### src/rtl/girl_motion_ctrl_if.sv
// girl_motion_ctrl_if: frame, key, collision and pixel signals between the girl motion block and its neighbours
interface girl_motion_ctrl_if;
  logic       frame_clk;
  logic       key_left;
  logic       key_right;
  logic       key_jump;
  logic       on_ground;
  logic       hit_ceiling;
  logic [9:0] DrawX;
  logic [9:0] DrawY;
  logic       is_girl;
  logic [9:0] girl_address;
  logic [3:0] girl_status;
  logic [9:0] girl_x;
  logic [9:0] girl_y;
  modport master (
    output frame_clk, key_left, key_right, key_jump, on_ground, hit_ceiling, DrawX, DrawY,
    input  is_girl, girl_address, girl_status, girl_x, girl_y
  );
  modport slave (
    input  frame_clk, key_left, key_right, key_jump, on_ground, hit_ceiling, DrawX, DrawY,
    output is_girl, girl_address, girl_status, girl_x, girl_y
  );
endinterface

### src/rtl/girl_motion_ctrl.sv
// girl_motion_ctrl: per-frame girl position, jump/fall physics, walk status and sprite pixel lookup
module girl_motion_ctrl #(
  parameter int SPRITE_W = 32,
  parameter int SPRITE_H = 32,
  parameter int X_INIT   = 32,
  parameter int Y_INIT   = 416,
  parameter int X_STEP   = 2,
  parameter int JUMP_V   = 8,
  parameter int MAX_FALL = 6
) (
  input logic               Clk,
  input logic               Reset,
  girl_motion_ctrl_if.slave bus
);
  typedef enum logic [1:0] {GROUND, RISE, FALL} state_t;
  localparam logic signed [10:0] X_MAX = 11'(640 - SPRITE_W);
  localparam logic [10:0]        Y_MAX = 11'(480 - SPRITE_H);
  state_t      r_state, w_state;
  logic        r_frame_d;
  logic [9:0]  r_x, r_y, w_x, w_y;
  logic [3:0]  r_vy, w_vy, r_status, w_status, w_vy_dec, w_vy_inc;
  logic        w_tick, w_right, w_left;
  logic signed [10:0] w_dx, w_xs;
  logic [10:0] w_ydn;
  logic [9:0]  w_rx, w_ry;
  assign w_tick   = bus.frame_clk & ~r_frame_d;
  assign w_right  = bus.key_right & ~bus.key_left;
  assign w_left   = bus.key_left & ~bus.key_right;
  assign w_dx     = w_right ? 11'(X_STEP) : w_left ? -11'(X_STEP) : 11'sd0;
  assign w_xs     = $signed({1'b0, r_x}) + w_dx;
  assign w_ydn    = {1'b0, r_y} + {7'b0, r_vy};
  assign w_vy_dec = r_vy - 4'd1;
  assign w_vy_inc = (r_vy >= 4'(MAX_FALL - 1)) ? 4'(MAX_FALL) : r_vy + 4'd1;
  // next position, velocity, vertical state and walk status for a frame tick
  always_comb begin
    w_x      = w_xs < 0 ? 10'd0 : w_xs > X_MAX ? 10'(X_MAX) : w_xs[9:0];
    w_status = w_right ? 4'd1 : w_left ? 4'd2 : 4'd0;
    w_y      = r_y;
    w_vy     = r_vy;
    w_state  = r_state;
    if (r_state == GROUND) begin
      w_state = bus.key_jump ? RISE : !bus.on_ground ? FALL : GROUND;
      w_vy    = bus.key_jump ? 4'(JUMP_V) : !bus.on_ground ? 4'd1 : r_vy;
    end else if (r_state == RISE) begin
      w_state = (bus.hit_ceiling || w_vy_dec == 4'd0) ? FALL : RISE;
      w_vy    = bus.hit_ceiling ? 4'd0 : w_vy_dec;
      w_y     = bus.hit_ceiling ? r_y : (r_y < {6'b0, r_vy}) ? 10'd0 : r_y - {6'b0, r_vy};
    end else begin
      w_state = (bus.on_ground || w_ydn >= Y_MAX) ? GROUND : FALL;
      w_vy    = (bus.on_ground || w_ydn >= Y_MAX) ? 4'd0 : w_vy_inc;
      w_y     = bus.on_ground ? r_y : (w_ydn >= Y_MAX) ? 10'(Y_MAX) : w_ydn[9:0];
    end
  end
  // frame edge history every cycle; motion registers only advance on a frame tick
  always_ff @(posedge Clk) begin
    if (Reset) begin
      r_frame_d <= 1'b0;
      r_x       <= 10'(X_INIT);
      r_y       <= 10'(Y_INIT);
      r_vy      <= 4'd0;
      r_state   <= GROUND;
      r_status  <= 4'd0;
    end else begin
      r_frame_d <= bus.frame_clk;
      if (w_tick) begin
        r_x      <= w_x;
        r_y      <= w_y;
        r_vy     <= w_vy;
        r_state  <= w_state;
        r_status <= w_status;
      end
    end
  end
  assign w_rx             = bus.DrawX - r_x;
  assign w_ry             = bus.DrawY - r_y;
  assign bus.is_girl      = ({1'b0, bus.DrawX} >= {1'b0, r_x}) && ({1'b0, bus.DrawX} < {1'b0, r_x} + 11'(SPRITE_W)) &&
                            ({1'b0, bus.DrawY} >= {1'b0, r_y}) && ({1'b0, bus.DrawY} < {1'b0, r_y} + 11'(SPRITE_H));
  assign bus.girl_address = bus.is_girl ? w_ry * 10'(SPRITE_W) + w_rx : 10'd0;
  assign bus.girl_status  = r_status;
  assign bus.girl_x       = r_x;
  assign bus.girl_y       = r_y;
endmodule

### src/flat_wrapper.sv
// flat-port wrapper written by rule: the top's interface ports become plain ports
module girl_motion_ctrl_flat 
#(
  parameter int SPRITE_W = 32,
  parameter int SPRITE_H = 32,
  parameter int X_INIT   = 32,
  parameter int Y_INIT   = 416,
  parameter int X_STEP   = 2,
  parameter int JUMP_V   = 8,
  parameter int MAX_FALL = 6
)
  (Clk, Reset, bus_frame_clk, bus_key_left, bus_key_right, bus_key_jump, bus_on_ground, bus_hit_ceiling, bus_DrawX, bus_DrawY, bus_is_girl, bus_girl_address, bus_girl_status, bus_girl_x, bus_girl_y);
  girl_motion_ctrl_if bus_i ();
  input logic Clk;
  input logic Reset;
  input wire logic [$bits(bus_i.frame_clk)-1:0] bus_frame_clk;
  input wire logic [$bits(bus_i.key_left)-1:0] bus_key_left;
  input wire logic [$bits(bus_i.key_right)-1:0] bus_key_right;
  input wire logic [$bits(bus_i.key_jump)-1:0] bus_key_jump;
  input wire logic [$bits(bus_i.on_ground)-1:0] bus_on_ground;
  input wire logic [$bits(bus_i.hit_ceiling)-1:0] bus_hit_ceiling;
  input wire logic [$bits(bus_i.DrawX)-1:0] bus_DrawX;
  input wire logic [$bits(bus_i.DrawY)-1:0] bus_DrawY;
  output wire logic [$bits(bus_i.is_girl)-1:0] bus_is_girl;
  output wire logic [$bits(bus_i.girl_address)-1:0] bus_girl_address;
  output wire logic [$bits(bus_i.girl_status)-1:0] bus_girl_status;
  output wire logic [$bits(bus_i.girl_x)-1:0] bus_girl_x;
  output wire logic [$bits(bus_i.girl_y)-1:0] bus_girl_y;
  assign bus_i.frame_clk = bus_frame_clk;
  assign bus_i.key_left = bus_key_left;
  assign bus_i.key_right = bus_key_right;
  assign bus_i.key_jump = bus_key_jump;
  assign bus_i.on_ground = bus_on_ground;
  assign bus_i.hit_ceiling = bus_hit_ceiling;
  assign bus_i.DrawX = bus_DrawX;
  assign bus_i.DrawY = bus_DrawY;
  assign bus_is_girl = bus_i.is_girl;
  assign bus_girl_address = bus_i.girl_address;
  assign bus_girl_status = bus_i.girl_status;
  assign bus_girl_x = bus_i.girl_x;
  assign bus_girl_y = bus_i.girl_y;
  girl_motion_ctrl #(.SPRITE_W(SPRITE_W), .SPRITE_H(SPRITE_H), .X_INIT(X_INIT), .Y_INIT(Y_INIT), .X_STEP(X_STEP), .JUMP_V(JUMP_V), .MAX_FALL(MAX_FALL)) u_core (.Clk(Clk), .Reset(Reset), .bus(bus_i));
endmodule
### config.mk
export PLATFORM = sky130hd
export DESIGN_NAME = girl_motion_ctrl_flat
export DESIGN_NICKNAME = d
export VERILOG_FILES = /design/src/rtl/girl_motion_ctrl_if.sv /design/src/rtl/girl_motion_ctrl.sv /design/src/flat_wrapper.sv
export SDC_FILE = /design/constraint.sdc
export NUM_CORES = 1
export LEC_CHECK = 0
export CAP_MARGIN = 20
export CELL_PAD_IN_SITES_DETAIL_PLACEMENT = 1
export CELL_PAD_IN_SITES_GLOBAL_PLACEMENT = 1
export CORE_ASPECT_RATIO = 1.25
export CORE_MARGIN = 3
export CORE_UTILIZATION = 37
export DETAILED_ROUTE_END_ITERATION = 10
export PLACE_DENSITY_LB_ADDON = 0.3
export SETUP_SLACK_MARGIN = 0.1
export SYNTH_ARGS = -nofsm -noshare
export SYNTH_HDL_FRONTEND = slang
export SYNTH_SLANG_ARGS = --single-unit
### constraint.sdc
create_clock -name Clk -period 3.35 [get_ports Clk]
set_input_delay 0.5025 -clock Clk [delete_from_list [all_inputs] [get_ports Clk]]
set_output_delay 0.5025 -clock Clk [all_outputs]
set_load 0.05 [all_outputs]
==> results of run 1 <==
-- path summary, 6_finish.rpt --
check,startpoint,end,slack [ps],depth (start not counted)
max reg2reg,u_core.r_vy[2]$_SDFFE_PP0P_,u_core.r_vy[0]$_SDFFE_PP0P_,380,10
max,u_core.bus.girl_y[5]$_SDFFE_PP1P_,bus_girl_address[6],-290,12
min reg2reg,u_core.bus.girl_status[0]$_SDFFE_PP0P_,u_core.bus.girl_status[0]$_SDFFE_PP0P_,460,2
min,u_core.bus.girl_status[0]$_SDFFE_PP0P_,u_core.bus.girl_status[0]$_SDFFE_PP0P_,460,2
-- final cells by class --
class	count	area, um2	area share, %
Sequential cell	28	591	9.93
Timing Repair Buffer	140	1280	21.5
Inverter	51	211	3.56
Clock buffer	4	78.8	1.33
Tap cell	132	165	2.78
Multi-Input combinational cell	431	3620	60.9
-- through the flow --
stage                     area (um2)  setup TNS (ps)
final                           5940           -2650
after global routing            5940           -3790
after CTS                       5900           -2520
after detailed placement        5520          -10500
after global placement          5520           -9090
after floorplan                 4350            -102
-- routing by layer --
| metal | GRT usage (%) | up-vias | share of wire (%) |
|---|---|---|---|
| met5 | 0 | - | 0 |
| met4 | 9.14 | 0 | 2.8 |
| met3 | 2.48 | 34 | 2.9 |
| met2 | 48.4 | 104 | 56 |
| met1 | 26.8 | 2230 | 39 |
| li1 | - | 2165 | - |
-- kinds of logic after synthesis --
group	Yosys count
xor gates and xnor gates	28
other	2
muxes	3
and+or+nand+nor	158
buffers and inverters	77
AOI/OAI and AO/OA	169
DFF	28
adders and majority gates	68
-- flip-flops by register name, summed over array words and instances (netlist names) --
register	count
u_core.bus.girl_y	10
u_core.bus.girl_x	9
u_core.r_vy	4
u_core.bus.girl_status	2
u_core.r_state	2
u_core.r_frame_d	1
-- report_power, final --
part           leakage [uW]  switching [uW]  internal, uW
registers          0.000233            22.7           348
clock network     0.0000382             138           164
logic               0.00220             603           490
-- worst max-delay path: cells and delay by family (launching register included) --
kind                     cells  cell delay, ps
flip-flops                   1             380
AO/OA/AOI/OAI                4             700
AND/OR/NAND/NOR              3             820
adder cells (fa/ha/maj)      2             470
XOR/XNOR                     1             120
buffers and inverters        2             350
-- cells in the final DEF (no fill, tap or decap), drive strengths merged, types with 4 or more instances in the layout --
cell / instances
a2111oi: 4
a211oi: 7
a21boi: 5
a21o: 8
a21oi: 42
a221oi: 5
a31oi: 4
a32oi: 4
buf: 93
clkbuf: 4
clkdlybuf4s50: 40
conb: 5
dfxtp: 28
dlygate4sd2: 4
fa: 12
ha: 56
inv: 51
nand2: 32
nand2b: 12
nand3: 11
nand4: 5
nor2: 34
nor2b: 8
nor3: 28
nor4: 4
o211ai: 5
o21a: 4
o21ai: 34
o21bai: 8
o31ai: 8
o41ai: 4
or3: 10
xnor2: 23
xor2: 5
-- repair_timing --
action / 4_1_cts / 5_1_grt
endpoints found under the setup margin: 20 / 17
pin swaps: 23 / 7
buffers inserted: 8 / 0
gates resized for setup: 61 / 11
==> run_results.csv, run 1 <==
group,metric,value,unit
outcome,status,"finished, violations left",
outcome,failing_checks,"setup timing",
synthesis,synth_seq_cells,28,
synthesis,synth_async_sr_flop_share,0,%
setup_path,cp-start-kind,"flop",
synthesis,synth-compound-area-share,28.6,%
sta,report.final.slew_viol_count,0,
sta,period_share,109,%
setup_path,cpMaxStageDelayCell,"sky130_fd_sc_hd__or4_4",
global_route,grt_start_max_net_pins,28,
route,remaining_drc_errors,0,
synthesis,post_synthesis_share_of_cell_area_spent_on_and_or_nand_and_nor_gates,19.6,%
flow_run,timing.max_cap.violations,0,
floorplan,floorplan.die.width,99.7,um
placement,port_buffers,59,
route,wl_per_cell,19.2,um
route,drt_first_iter_violations,133,
clocking,post_cts_hold_buffer_count,0,
global_route,grt_pass1_wl,24300,um
global_route,grt_pass1_vias,4880,
synthesis,synth.top_cell.area_share,17.3,%
sta,worstMarginPinSlew,825,ps
cells_and_area,n_antenna_cell,0,
synthesis,post_synth_fa_ha_maj_area_fraction,23.2,%
placement,placedCellCount,774,
cells_and_area,final_core_util,55.7,%
synthesis,synth.yosys.seq_area_share,13.8,%
placement,worst_setup_slack_before_clock_tree_synthesis,-710,ps
route,dr.pass1.iters,4,
setup_path,cpPeakStageDelay,570,ps
route,totalWireLength,15100,um
synthesis,dominantRegCellSynth,"sky130_fd_sc_hd__dfxtp_1",
clocking,cts_buffers,3,
synthesis,cell_types_with_the_highest_counts_after_synthesis,"56 x sky130_fd_sc_hd__ha_1, 51 x sky130_fd_sc_hd__inv_1, 41 x sky130_fd_sc_hd__a21oi_1",
pwr,maximum_vdd_drop,0.000183,V
cells_and_area,layout.nets,751,
cells_and_area,areaGrowthSynthToFinish,46.5,%
synthesis,edff_count_synth,0,
placement,place.gp.congestion,0.907,
sta,unrepaired_setup_endpoints_after_global_routing,"true",
clocking,worst_skew_pair.late_latency,280,ps
setup_path,crit_required,2850,ps
pwr,design_power_total,1770,uW
route,vias_per_cell,5.77,
route,routed_antenna_nets,0,
pwr,leakage,0.00247,uW
sta,max_freq,275,MHz
cells_and_area,fillers,1267,
cells_and_area,drive_above_1_share,27.7,%
synthesis,synthesis.instances,533,
clocking,clkTransAtPathRegs,80,ps
clocking,cts.sink_count,28,
global_route,globalRouteOverflowTotal,0,
setup_path,crit_chain,"ha_4 > xnor2_2 > ha_1 > a21o_1 > a211o_1 > a31oi_1 > nor2_1 > o31a_1 > or4_4 > buf_12 > nor3_4 > buf_6",
setup_path,maximum_net_fanout_on_the_critical_path,5,
floorplan,die_area,12300,um2
setup_path,arrival_time_reported_for_the_critical_path_endpoint,3130,ps
sta,layout_min_cycle_time,3640,ps
sta,finalHoldViolCount,0,
synthesis,synth_cell_types,66,
sta,setup_viol_count_final,11,
floorplan,io_pins,63,
sta,final_critical_path_setup_slack,-287,ps
setup_path,critical_path.endpoint_type,"primary output",
clocking,cts_tree,"built",
synthesis,synth.largest_area_cell,"sky130_fd_sc_hd__ha_1",
clocking,cts-htree-levels,1,
global_route,antenna_violations_before_repair,0,
synthesis,synth_top_family_by_area,"compound AO/OA/AOI/OAI gates",
pwr,power_per_cell_area,297,nW/um2
clocking,cts_root_buffer,"sky130_fd_sc_hd__clkbuf_16",
synthesis,post_synth_xor_xnor_area,6.04,%
synthesis,synthesis.area_per_instance,7.61,um2
sta,slew_headroom,44.7,%
synthesis,synth.area.top_cells,"sky130_fd_sc_hd__ha_1 17%, sky130_fd_sc_hd__dfxtp_1 14%, sky130_fd_sc_hd__fa_1 5.9%",
floorplan,floorplan.rows,42,
placement,detailedPlacementHpwl,11900,um
floorplan,fp.dieH,123,um
hold_path,hold_path_class,"flop to flop",
synthesis,synth.area.mux_share,0.771,%
cells_and_area,instances_no_fill,786,
sta,final.hold.worst_slack,464,ps
sta,final_skew,3.57,ps
clocking,clock_tree.buffer_depth,2,
synthesis,yosys.cell_count.top_type,"sky130_fd_sc_hd__ha_1",
global_route,grtUsageTotal,24.6,%
floorplan,design.core.area,10700,um2
synthesis,synthesis.area,4060,um2
setup_path,criticalPathCategory,"flop to primary output",
synthesis,synth_warnings,0,
route,via_count,4533,
floorplan,floorplan.initialDensity,38.0,%
(Power assumes the default switching activity.)
==> inputs of run 2 (changes only) <==
Settings changed: REMOVE_ABC_BUFFERS set to 1.
==> run 2 against run 1 <==
- the flow still finishes with violations (setup timing)
- critical path type unchanged
- critical path depth is 2 higher
- via count grew 4.1%
- core utilization grew 1.0 points
- sequential share of layout area decreased by 0.51 points
- count of clock-buffer cells in the layout fell by 1
- setup slack got worse by 130 ps
- register-to-register slack got worse by 80 ps
- design area up 1.9%
- global-route usage up 0.57 points
- clock skew is 0.65 ps lower
- first-iteration DRC count is 16% lower
- final cell count rose by 2.8%
==> run_results.csv, run 2 (synthesis results as in run 1) <==
group,metric,value,unit
outcome,status,"finished, violations left",
outcome,failing_checks,"setup timing",
setup_path,cpPeakStageDelay,510,ps
clocking,clkTransAtPathRegs,70,ps
sta,report.final.slew_viol_count,0,
sta,worstMarginPinSlew,713,ps
floorplan,fp.dieH,123,um
route,vias_per_cell,5.84,
floorplan,floorplan.rows,42,
route,drt_first_iter_violations,112,
setup_path,cp-start-kind,"flop",
placement,placedCellCount,793,
route,via_count,4718,
clocking,worst_skew_pair.late_latency,280,ps
global_route,antenna_violations_before_repair,0,
cells_and_area,drive_above_1_share,27.1,%
placement,worst_setup_slack_before_clock_tree_synthesis,-692,ps
global_route,globalRouteOverflowTotal,0,
placement,port_buffers,59,
cells_and_area,layout.nets,773,
clocking,cts_tree,"built",
sta,final_critical_path_setup_slack,-413,ps
pwr,leakage,0.00258,uW
placement,detailedPlacementHpwl,11700,um
setup_path,crit_chain,"inv_1 > ha_1 > inv_1 > ha_1 > a21o_1 > a211o_1 > a31oi_1 > nor2_1 > o31a_1 > or4_4 > buf_8 > nor3b_4 > buf_6 > buf_12",
setup_path,cpMaxStageDelayCell,"sky130_fd_sc_hd__or4_4",
clocking,clock_tree.buffer_depth,2,
sta,unrepaired_setup_endpoints_after_global_routing,"true",
cells_and_area,fillers,1310,
floorplan,die_area,12300,um2
setup_path,worst_r2r_startpoint,"u_core.bus.girl_y[0]$_SDFFE_PP0P_",
flow_run,timing.max_cap.violations,0,
global_route,grtUsageTotal,25.2,%
cells_and_area,mostFrequentLayoutCell,"sky130_fd_sc_hd__buf_4",
sta,setup_viol_count_final,11,
setup_path,crit-reg2reg-capture,"u_core.bus.girl_y[5]$_SDFFE_PP1P_",
cells_and_area,n_antenna_cell,0,
setup_path,maximum_net_fanout_on_the_critical_path,6,
setup_path,criticalPathCategory,"flop to primary output",
setup_path,worst-r2r-setup-slack,300,ps
cells_and_area,stdcell_area,6060,um2
sta,final_skew,2.92,ps
cells_and_area,instances_no_fill,808,
global_route,grt_start_max_net_pins,25,
route,routed_antenna_nets,0,
global_route,grt_pass1_wl,24900,um
pwr,power_per_cell_area,301,nW/um2
route,totalWireLength,15900,um
hold_path,hold_start,"u_core.bus.girl_status[0]$_SDFFE_PP0P_",
sta,layout_min_cycle_time,3760,ps
hold_path,hold_path_class,"flop to flop",
sta,period_share,112,%
clocking,cts_buffers,3,
cells_and_area,largest_register_ff_count,10,
clocking,cts-htree-levels,1,
setup_path,arrival_time_reported_for_the_critical_path_endpoint,3260,ps
floorplan,floorplan.die.width,99.7,um
route,wl_per_cell,19.7,um
hold_path,whs_path_depth,2,
sta,slew_headroom,52.2,%
cells_and_area,layout_common_cells,"98 x sky130_fd_sc_hd__buf_4, 48 x sky130_fd_sc_hd__inv_1, 45 x sky130_fd_sc_hd__ha_1, 40 x sky130_fd_sc_hd__clkdlybuf4s50_1, 37 x sky130_fd_sc_hd__a21oi_1",
setup_path,critical_path.endpoint_type,"primary output",
route,remaining_drc_errors,0,
hold_path,whs_endpoint,"u_core.bus.girl_status[0]$_SDFFE_PP0P_",
floorplan,design.core.area,10700,um2
clocking,cts.sink_count,28,
clocking,cts_root_buffer,"sky130_fd_sc_hd__clkbuf_16",
pwr,maximum_vdd_drop,0.000201,V
sta,max_freq,266,MHz
setup_path,crit_required,2850,ps
floorplan,io_pins,63,
global_route,grt_pass1_vias,5110,
placement,place.gp.congestion,0.917,
cells_and_area,areaGrowthSynthToFinish,49.2,%
placement,placedInstanceArea,5510,um2
setup_path,timing.reg2reg.worst_path_depth,11,
floorplan,floorplan.initialDensity,38.0,%
sta,finalHoldViolCount,0,
route,dr.pass1.iters,4,
sta,final.hold.worst_slack,461,ps
==> run 2: routing by layer <==
metal / global-route usage, % / routed length, um
met3: 1.92 / 625
met2: 49.3 / 8670
met5: 0 / 0
met1: 27.5 / 6100
met4: 10.6 / 554
==> run 2: worst max-delay path by stage <==
| stage | slack [ps] | startpoint | cells after the start | endpoint |
|---|---|---|---|---|
| 2_1_floorplan | -1200 | u_core.bus.girl_y[5]$_SDFFE_PP1P_ | 10 | bus_girl_address[1] |
| 3_3_place_gp | -600 | bus_DrawY[1] | 14 | bus_girl_address[9] |
| 3_5_place_dp | -690 | bus_DrawY[1] | 13 | bus_girl_address[1] |
| 4_1_cts | -370 | u_core.bus.girl_y[5]$_SDFFE_PP1P_ | 13 | bus_girl_address[1] |
| 5_1_grt | -550 | u_core.bus.girl_y[6]$_SDFFE_PP0P_ | 13 | bus_girl_address[1] |
| 6_report | -410 | u_core.bus.girl_y[5]$_SDFFE_PP1P_ | 14 | bus_girl_address[1] |
==> run 2: cell type report <==
class                      instances  area [um2]  share of cell area (%)
sequential                        28         571                    9.42
clock inverter                     1        30.0                   0.496
clock buffer                       3        75.1                    1.24
inverter                          51         191                    3.16
tap                              132         165                    2.73
timing repair buffer             162        1500                    24.8
multi-input combinational        431        3520                    58.2
==> run 2: what timing repair did <==
action                                  4_1_cts  5_1_grt
hold endpoints to repair                      0        0
pin swaps                                    33       13
endpoints found under the setup margin       19       23
buffers inserted                              8        2
cloned                                        1        0
gates resized for setup                      69       20
hold buffers                                  0        0
==> run 2: critical path, delay by kind of cell, from the launching register on <==
family	cells	cell delay (ps)
buf+inv	5	540
flops	1	390
fa+ha+maj	2	480
compound gates	4	780
simple gates	3	770
==> run 2: where the power goes <==
part / internal (uW) / switching [uW] / total (uW) / leakage (uW)
Combinational: 497 / 585 / 1080 / 0.00230
Sequential: 348 / 18.9 / 367 / 0.000229
Clock: 239 / 137 / 376 / 0.0000511
==> run 2: stage by stage <==
step | total power (uW) | setup TNS (ps) | utilization, %
after floorplan | 902 | -11960 | -
after global placement | 1260 | -7580 | 51.7
after detailed placement | 1310 | -9200 | 51.7
after CTS | 1800 | -3410 | 55.9
after global routing | 1940 | -5510 | 56.8
final | 1830 | -3910 | 56.8
